### src/rtl/mem_copy_engine_if.sv
// Control and RAM-port signals of the memory copy/fill engine.
// master = engine side, slave = CPU register block plus RAM side.
interface mem_copy_engine_if #(
  parameter int ADDR_W = 14,
  parameter int DATA_W = 32
);
  logic              start_i;
  logic              abort_i;
  logic              mode_i;
  logic [ADDR_W-1:0] src_addr_i;
  logic [ADDR_W-1:0] dst_addr_i;
  logic [ADDR_W:0]   length_i;
  logic [DATA_W-1:0] fill_data_i;
  logic              busy_o;
  logic              done_o;
  logic [ADDR_W:0]   word_count_o;
  logic [ADDR_W-1:0] mem_address_o;
  logic              mem_write_o;
  logic [DATA_W-1:0] mem_write_data_o;
  logic [DATA_W-1:0] mem_read_data_i;

  modport master (
    input  start_i, abort_i, mode_i, src_addr_i, dst_addr_i, length_i, fill_data_i,
           mem_read_data_i,
    output busy_o, done_o, word_count_o, mem_address_o, mem_write_o, mem_write_data_o
  );

  modport slave (
    output start_i, abort_i, mode_i, src_addr_i, dst_addr_i, length_i, fill_data_i,
           mem_read_data_i,
    input  busy_o, done_o, word_count_o, mem_address_o, mem_write_o, mem_write_data_o
  );
endinterface

### src/rtl/mem_copy_engine.sv
// Block copy / constant fill bus master for the word-addressed data RAM.
//
//  state | meaning
//  ------+-------------------------------------------------------------
//  IDLE  | waiting for Start; RAM port quiet
//  RD    | read src+i; RAM data captured into data_q at the edge
//  WR    | write data_q to dst+i; advance word index
//  FILL  | write fill constant to dst+i; advance word index
//  DONE  | one-cycle Done pulse, then back to IDLE
module mem_copy_engine #(
  parameter int ADDR_W = 14,
  parameter int DATA_W = 32
) (
  input  logic               clk_i,
  input  logic               rst_i,
  mem_copy_engine_if.master  bus
);

  localparam logic [2:0] S_IDLE = 3'd0;
  localparam logic [2:0] S_RD   = 3'd1;
  localparam logic [2:0] S_WR   = 3'd2;
  localparam logic [2:0] S_FILL = 3'd3;
  localparam logic [2:0] S_DONE = 3'd4;

  logic [2:0]        state_q, state_d;
  logic [ADDR_W-1:0] src_q, src_d;
  logic [ADDR_W-1:0] dst_q, dst_d;
  logic [ADDR_W:0]   len_q, len_d;
  logic [ADDR_W:0]   cnt_q, cnt_d;
  logic [DATA_W-1:0] fill_q, fill_d;
  logic [DATA_W-1:0] data_q, data_d;

  // The word index doubles as WordCount: both equal the number of words written.
  logic [ADDR_W:0]   cnt_inc;
  logic              last_word;
  logic [ADDR_W-1:0] rd_addr;
  logic [ADDR_W-1:0] wr_addr;

  assign cnt_inc   = cnt_q + (ADDR_W+1)'(1);
  assign last_word = (cnt_inc == len_q);
  // Truncation to ADDR_W bits gives the required wrap 2**ADDR_W-1 -> 0.
  assign rd_addr   = src_q + cnt_q[ADDR_W-1:0];
  assign wr_addr   = dst_q + cnt_q[ADDR_W-1:0];

  // Next-state and job-register update.
  always_comb begin
    state_d = state_q;
    src_d   = src_q;
    dst_d   = dst_q;
    len_d   = len_q;
    cnt_d   = cnt_q;
    fill_d  = fill_q;
    data_d  = data_q;
    case (state_q)
      S_IDLE: begin
        // Abort wins over a simultaneous Start: nothing is latched.
        if (bus.start_i && !bus.abort_i) begin
          src_d  = bus.src_addr_i;
          dst_d  = bus.dst_addr_i;
          len_d  = bus.length_i;
          fill_d = bus.fill_data_i;
          cnt_d  = '0;
          if (bus.length_i == '0) state_d = S_DONE;
          else if (bus.mode_i)    state_d = S_FILL;
          else                    state_d = S_RD;
        end
      end
      S_RD: begin
        data_d  = bus.mem_read_data_i;
        state_d = bus.abort_i ? S_DONE : S_WR;
      end
      S_WR: begin
        // The write is already on the bus this cycle, so it counts even on abort.
        cnt_d   = cnt_inc;
        state_d = (bus.abort_i || last_word) ? S_DONE : S_RD;
      end
      S_FILL: begin
        cnt_d   = cnt_inc;
        state_d = (bus.abort_i || last_word) ? S_DONE : S_FILL;
      end
      S_DONE:  state_d = S_IDLE;
      default: state_d = S_IDLE;
    endcase
  end

  // State and job registers with synchronous reset.
  always_ff @(posedge clk_i) begin
    if (rst_i) begin
      state_q <= S_IDLE;
      src_q   <= '0;
      dst_q   <= '0;
      len_q   <= '0;
      cnt_q   <= '0;
      fill_q  <= '0;
      data_q  <= '0;
    end else begin
      state_q <= state_d;
      src_q   <= src_d;
      dst_q   <= dst_d;
      len_q   <= len_d;
      cnt_q   <= cnt_d;
      fill_q  <= fill_d;
      data_q  <= data_d;
    end
  end

  // Outputs decoded from registered state only; quiet bus outside RD/WR/FILL.
  always_comb begin
    bus.busy_o           = (state_q == S_RD) || (state_q == S_WR) || (state_q == S_FILL);
    bus.done_o           = (state_q == S_DONE);
    bus.word_count_o     = cnt_q;
    bus.mem_write_o      = (state_q == S_WR) || (state_q == S_FILL);
    bus.mem_address_o    = '0;
    bus.mem_write_data_o = '0;
    case (state_q)
      S_RD:    bus.mem_address_o = rd_addr;
      S_WR: begin
        bus.mem_address_o    = wr_addr;
        bus.mem_write_data_o = data_q;
      end
      S_FILL: begin
        bus.mem_address_o    = wr_addr;
        bus.mem_write_data_o = fill_q;
      end
      default: ;
    endcase
  end

endmodule

### src/flat_wrapper.sv
// flat-port wrapper written by rule: the top's interface ports become plain ports
module mem_copy_engine_flat 
#(
  parameter int ADDR_W = 14,
  parameter int DATA_W = 32
)
  (clk_i, rst_i, bus_start_i, bus_abort_i, bus_mode_i, bus_src_addr_i, bus_dst_addr_i, bus_length_i, bus_fill_data_i, bus_mem_read_data_i, bus_busy_o, bus_done_o, bus_word_count_o, bus_mem_address_o, bus_mem_write_o, bus_mem_write_data_o);
  mem_copy_engine_if #(.ADDR_W(ADDR_W), .DATA_W(DATA_W)) bus_i ();
  input  logic clk_i;
  input  logic rst_i;
  input wire logic [$bits(bus_i.start_i)-1:0] bus_start_i;
  input wire logic [$bits(bus_i.abort_i)-1:0] bus_abort_i;
  input wire logic [$bits(bus_i.mode_i)-1:0] bus_mode_i;
  input wire logic [$bits(bus_i.src_addr_i)-1:0] bus_src_addr_i;
  input wire logic [$bits(bus_i.dst_addr_i)-1:0] bus_dst_addr_i;
  input wire logic [$bits(bus_i.length_i)-1:0] bus_length_i;
  input wire logic [$bits(bus_i.fill_data_i)-1:0] bus_fill_data_i;
  input wire logic [$bits(bus_i.mem_read_data_i)-1:0] bus_mem_read_data_i;
  output wire logic [$bits(bus_i.busy_o)-1:0] bus_busy_o;
  output wire logic [$bits(bus_i.done_o)-1:0] bus_done_o;
  output wire logic [$bits(bus_i.word_count_o)-1:0] bus_word_count_o;
  output wire logic [$bits(bus_i.mem_address_o)-1:0] bus_mem_address_o;
  output wire logic [$bits(bus_i.mem_write_o)-1:0] bus_mem_write_o;
  output wire logic [$bits(bus_i.mem_write_data_o)-1:0] bus_mem_write_data_o;
  assign bus_i.start_i = bus_start_i;
  assign bus_i.abort_i = bus_abort_i;
  assign bus_i.mode_i = bus_mode_i;
  assign bus_i.src_addr_i = bus_src_addr_i;
  assign bus_i.dst_addr_i = bus_dst_addr_i;
  assign bus_i.length_i = bus_length_i;
  assign bus_i.fill_data_i = bus_fill_data_i;
  assign bus_i.mem_read_data_i = bus_mem_read_data_i;
  assign bus_busy_o = bus_i.busy_o;
  assign bus_done_o = bus_i.done_o;
  assign bus_word_count_o = bus_i.word_count_o;
  assign bus_mem_address_o = bus_i.mem_address_o;
  assign bus_mem_write_o = bus_i.mem_write_o;
  assign bus_mem_write_data_o = bus_i.mem_write_data_o;
  mem_copy_engine #(.ADDR_W(ADDR_W), .DATA_W(DATA_W)) u_core (.clk_i(clk_i), .rst_i(rst_i), .bus(bus_i));
endmodule
### config.mk
export PLATFORM = sky130hd
export DESIGN_NAME = mem_copy_engine_flat
export DESIGN_NICKNAME = d
export VERILOG_FILES = /design/src/rtl/mem_copy_engine_if.sv /design/src/rtl/mem_copy_engine.sv /design/src/flat_wrapper.sv
export SDC_FILE = /design/constraint.sdc
export NUM_CORES = 1
export LEC_CHECK = 0
export CAP_MARGIN = 0
export CORE_UTILIZATION = 45
export DETAILED_ROUTE_END_ITERATION = 8
export HOLD_SLACK_MARGIN = 0.12
export PLACE_DENSITY = 0.87
export SYNTH_ARGS = -nofsm -noshare
export SYNTH_HDL_FRONTEND = slang
export SYNTH_SLANG_ARGS = --single-unit
### constraint.sdc
create_clock -name clk_i -period 9.5 [get_ports clk_i]
set_input_delay 2.85 -clock clk_i [delete_from_list [all_inputs] [get_ports clk_i]]
set_output_delay 2.85 -clock clk_i [all_outputs]
set_load 0.01 [all_outputs]
==> impl_metrics.py <==
metrics = {
    "sta": {
        "worst_pin_slew_ns": 0.815,
        "finClkSkew_ns": 0.00691,
        "period_minus_slack_ns": 7.96,
        "setup_tns_ns": 0,
        "maxSlewHeadroom": 0.452,
        "finalHoldViolations": 0,
        "drv_slew": 0,
        "finalWorstSetupSlack_ns": 1.54,
        "period_share": 0.837,
        "setup_viol": 0,
        "max_freq_ghz": 0.126,
        "rsz0062_at_grt": "false",
    },
    "floorplan": {
        "die_h_um": 119,
        "initial_utilization": 0.462,
        "rows": 42,
        "ios": 176,
        "core_area_sq_um": 13300,
        "die-area_sq_um": 14100,
        "die_w_um": 119,
    },
    "cells_and_area": {
        "layout-drive-gt1-share": 0.0536,
        "nFillCells": 1103,
        "nets": 1102,
        "area_growth_pct": 40.2,
        "stdcell_count": 1164,
        "final_util": 0.648,
        "n_antenna_cell": 0,
    },
    "placed_design": {
        "post-place-ws_ns": 2.07,
        "dp_hpwl_um": 12000,
        "globalplace.congestion": 0.952,
        "place_inst": 1132,
        "port_buffers": 175,
    },
    "power": {
        "p_per_area_nw_per_um2": 179,
        "ir_drop_v": 0.000159,
        "totalPowerFinal_mw": 1.54,
        "leakage_nw": 3.16,
    },
    "synthesis": {
        "yosysWarnings": 0,
        "synth_top_area_cell": "dfxtp_1",
        "synth_most_common_cell": "nand2_1",
        "synth_cell_types": 48,
        "synth.area.top_cells": "dfxtp_1 41%, nand2_1 17%, a21oi_1 11%",
        "synth-edff-count": 0,
        "syn-num-nets": 957,
        "yosys-top-cells-count": "273 x nand2_1, 133 x a21oi_1, 125 x dfxtp_1",
        "synthArstFlopShare": 0,
        "synth_seq_area_share": 0.407,
        "yosys_register_bits": 125,
        "postSynthCellCount": 830,
        "synthFlopType": "dfxtp_1",
        "avgSynthCellArea_sq_um": 7.40,
        "syn-cell-area_sq_um": 6140,
        "synth_top_area_frac": 0.407,
    },
    "global_routing": {
        "grt_pass1_wl_um": 29100,
        "grt_pass1_vias": 6054,
        "grt_util_all_layers": 0.260,
        "overflow": 0,
        "antenna_found_initial": 0,
        "grt_max_degree": 78,
    },
    "critical_path": {
        "cp_top_family": "compound AO/OA/AOI/OAI gates",
        "r2r_cells": 8,
        "reg2reg_slack_ns": 6.47,
        "path_buf_inv": 3,
        "worstPathCellList": "nand2b_1 -> buf_4 -> inv_1 -> nand2_1 -> nand2_1 -> ha_1 -> fa_1 -> a21o_1 -> a21o_1 -> a2111oi_0 -> nor4_1 -> o31ai_1 -> a21oi_1 -> nor3b_1 -> clkdlybuf4s50_1",
        "cp.arrival_ns": 5.11,
        "critPathMaxFanout": 39,
        "critPathCaptureType": "primary output",
        "rr_endpoint": "u_core.state_q[0]",
        "cp-start-kind": "register",
        "slowest_stage": "a2111oi_0",
        "slowest_delay_ns": 0.65,
        "r2r_start": "u_core.bus.word_count_o[0]",
        "path_class": "reg -> out",
        "required_ns": 6.65,
    },
    "drt": {
        "wire_per_inst_um": 15.4,
        "detail-route-antenna-nets": 0,
        "firstDrtPassIters": 5,
        "route.detailed.drc": 0,
        "drt_iter0_markers": 482,
        "dr_total_vias": 6435,
        "vias_per_cell": 5.53,
        "drt_wl_total_um": 17900,
    },
    "cts": {
        "holdBufCountCts": 0,
        "cts_made_buffers": 17,
        "h-tree-depth": 4,
        "cts_sinks": 125,
        "cts_resized": 0,
        "clock_latency_ns": 0.42,
        "clkTransAtPathRegs_ns": 0.06,
        "clock_path_buffers": 2,
        "post_cts_buffers": 0,
        "cts_tree": "yes",
        "cts_root_buffer": "clkbuf_16",
    },
    "min_path": {
        "min_from": "u_core.data_q[10]",
        "holdPathEnd": "u_core.data_q[10]",
        "hp-class": "reg -> reg",
        "min_path_cells": 2,
    },
    "run_status": {
        "status": "finished, final reports clean",
    },
    "job": {
        "max_cap_violations": 0,
    },
}
-- metal layers --
metal | routed length [um] | vias up | GRT usage | share of wire
met5 | 0 | - | 0 | 0
met4 | 353 | 0 | 0.108 | 0.020
met3 | 1450 | 32 | 0.0824 | 0.081
met2 | 8910 | 241 | 0.436 | 0.50
met1 | 7230 | 3036 | 0.307 | 0.40
li1 | - | 3126 | - | -
-- cell families (layout without fill, tap and decap cells) --
kind of cell             Yosys count  in the layout  share of synthesized area
XOR/XNOR                          30             30                     0.0428
multiplexers                       1              1                    0.00163
AO/OA/AOI/OAI                    216            216                      0.218
adder cells (fa/ha/maj)           15             15                     0.0318
flip-flops                       125            125                      0.407
buffers and inverters             68            226                     0.0426
AND/OR/NAND/NOR                  375            375                      0.256
-- where the power goes --
group          internal, mW  switching (mW)  total (mW)
Clock                 0.465           0.236       0.701
Sequential            0.563          0.0255       0.589
Combinational         0.110           0.140       0.250
Total                  1.14           0.401        1.54
-- cell type report --
class,instances,area (sq um),area share
clock inverter,10,160,0.0186
multi-input combinational,637,3390,0.394
sequential,125,2500,0.290
clock buffer,22,484,0.0562
timing repair buffer,184,1820,0.211
inverter,10,37.5,0.00436
tap,176,220,0.0256
-- placed cells by master, fill, tap and decap left out, types with 10 or more instances in the layout --
master / netlist / layout
nand2_1: 273 / 273
buf_4: 0 / 10
dfxtp_1: 125 / 125
xor2_1: 12 / 12
ha_1: 14 / 14
inv_1: 10 / 10
nand3_1: 12 / 12
o21ai_0: 17 / 17
clkdlybuf4s50_1: 0 / 174
xnor2_1: 18 / 18
clkbuf_16: 0 / 17
a21oi_1: 133 / 133
a22o_1: 32 / 32
nor2_1: 36 / 33
-- registers in the layout, indices dropped and copies added (netlist names) --
| signal | flops |
|---|---|
| u_core.bus.word_count_o | 15 |
| u_core.data_q | 32 |
| u_core.dst_q | 14 |
| u_core.fill_q | 32 |
| u_core.len_q | 15 |
| u_core.src_q | 14 |
| u_core.state_q | 3 |
-- metrics by stage --
stage,instance area [sq um],hold slack (ns)
after floorplan,6140,0.436
after global placement,7970,0.441
after detailed placement,7970,0.446
after CTS,8620,0.454
after global routing,8620,0.471
final,8620,0.453
-- how the worst max path moves through the flow --
| stage | start | slack (ns) | endpoint | depth (start not counted) |
|---|---|---|---|---|
| after CTS | u_core.state_q[2] | 1.59 | bus_mem_address_o[12] | 15 |
| final | u_core.state_q[2] | 1.54 | bus_mem_address_o[12] | 15 |
| after floorplan | u_core.state_q[2] | 3.17 | bus_mem_address_o[12] | 14 |
| after global routing | u_core.state_q[2] | 1.21 | bus_mem_address_o[12] | 15 |
| after detailed placement | u_core.state_q[2] | 2.07 | bus_mem_address_o[12] | 15 |
| after global placement | u_core.state_q[2] | 2.22 | bus_mem_address_o[12] | 15 |
-- worst reg2reg max path: stages, from the launching register on --
cell and delay [ns]:
dfxtp_1 0.52, ha_1 0.42, nand3_1 0.17, xnor2_1 0.18, or4_4 0.55, a2111oi_4 0.36, o2111ai_2 0.19, a2111oi_4 0.37
o22ai_1 0.14
Power figures use the tool's default switching activity.
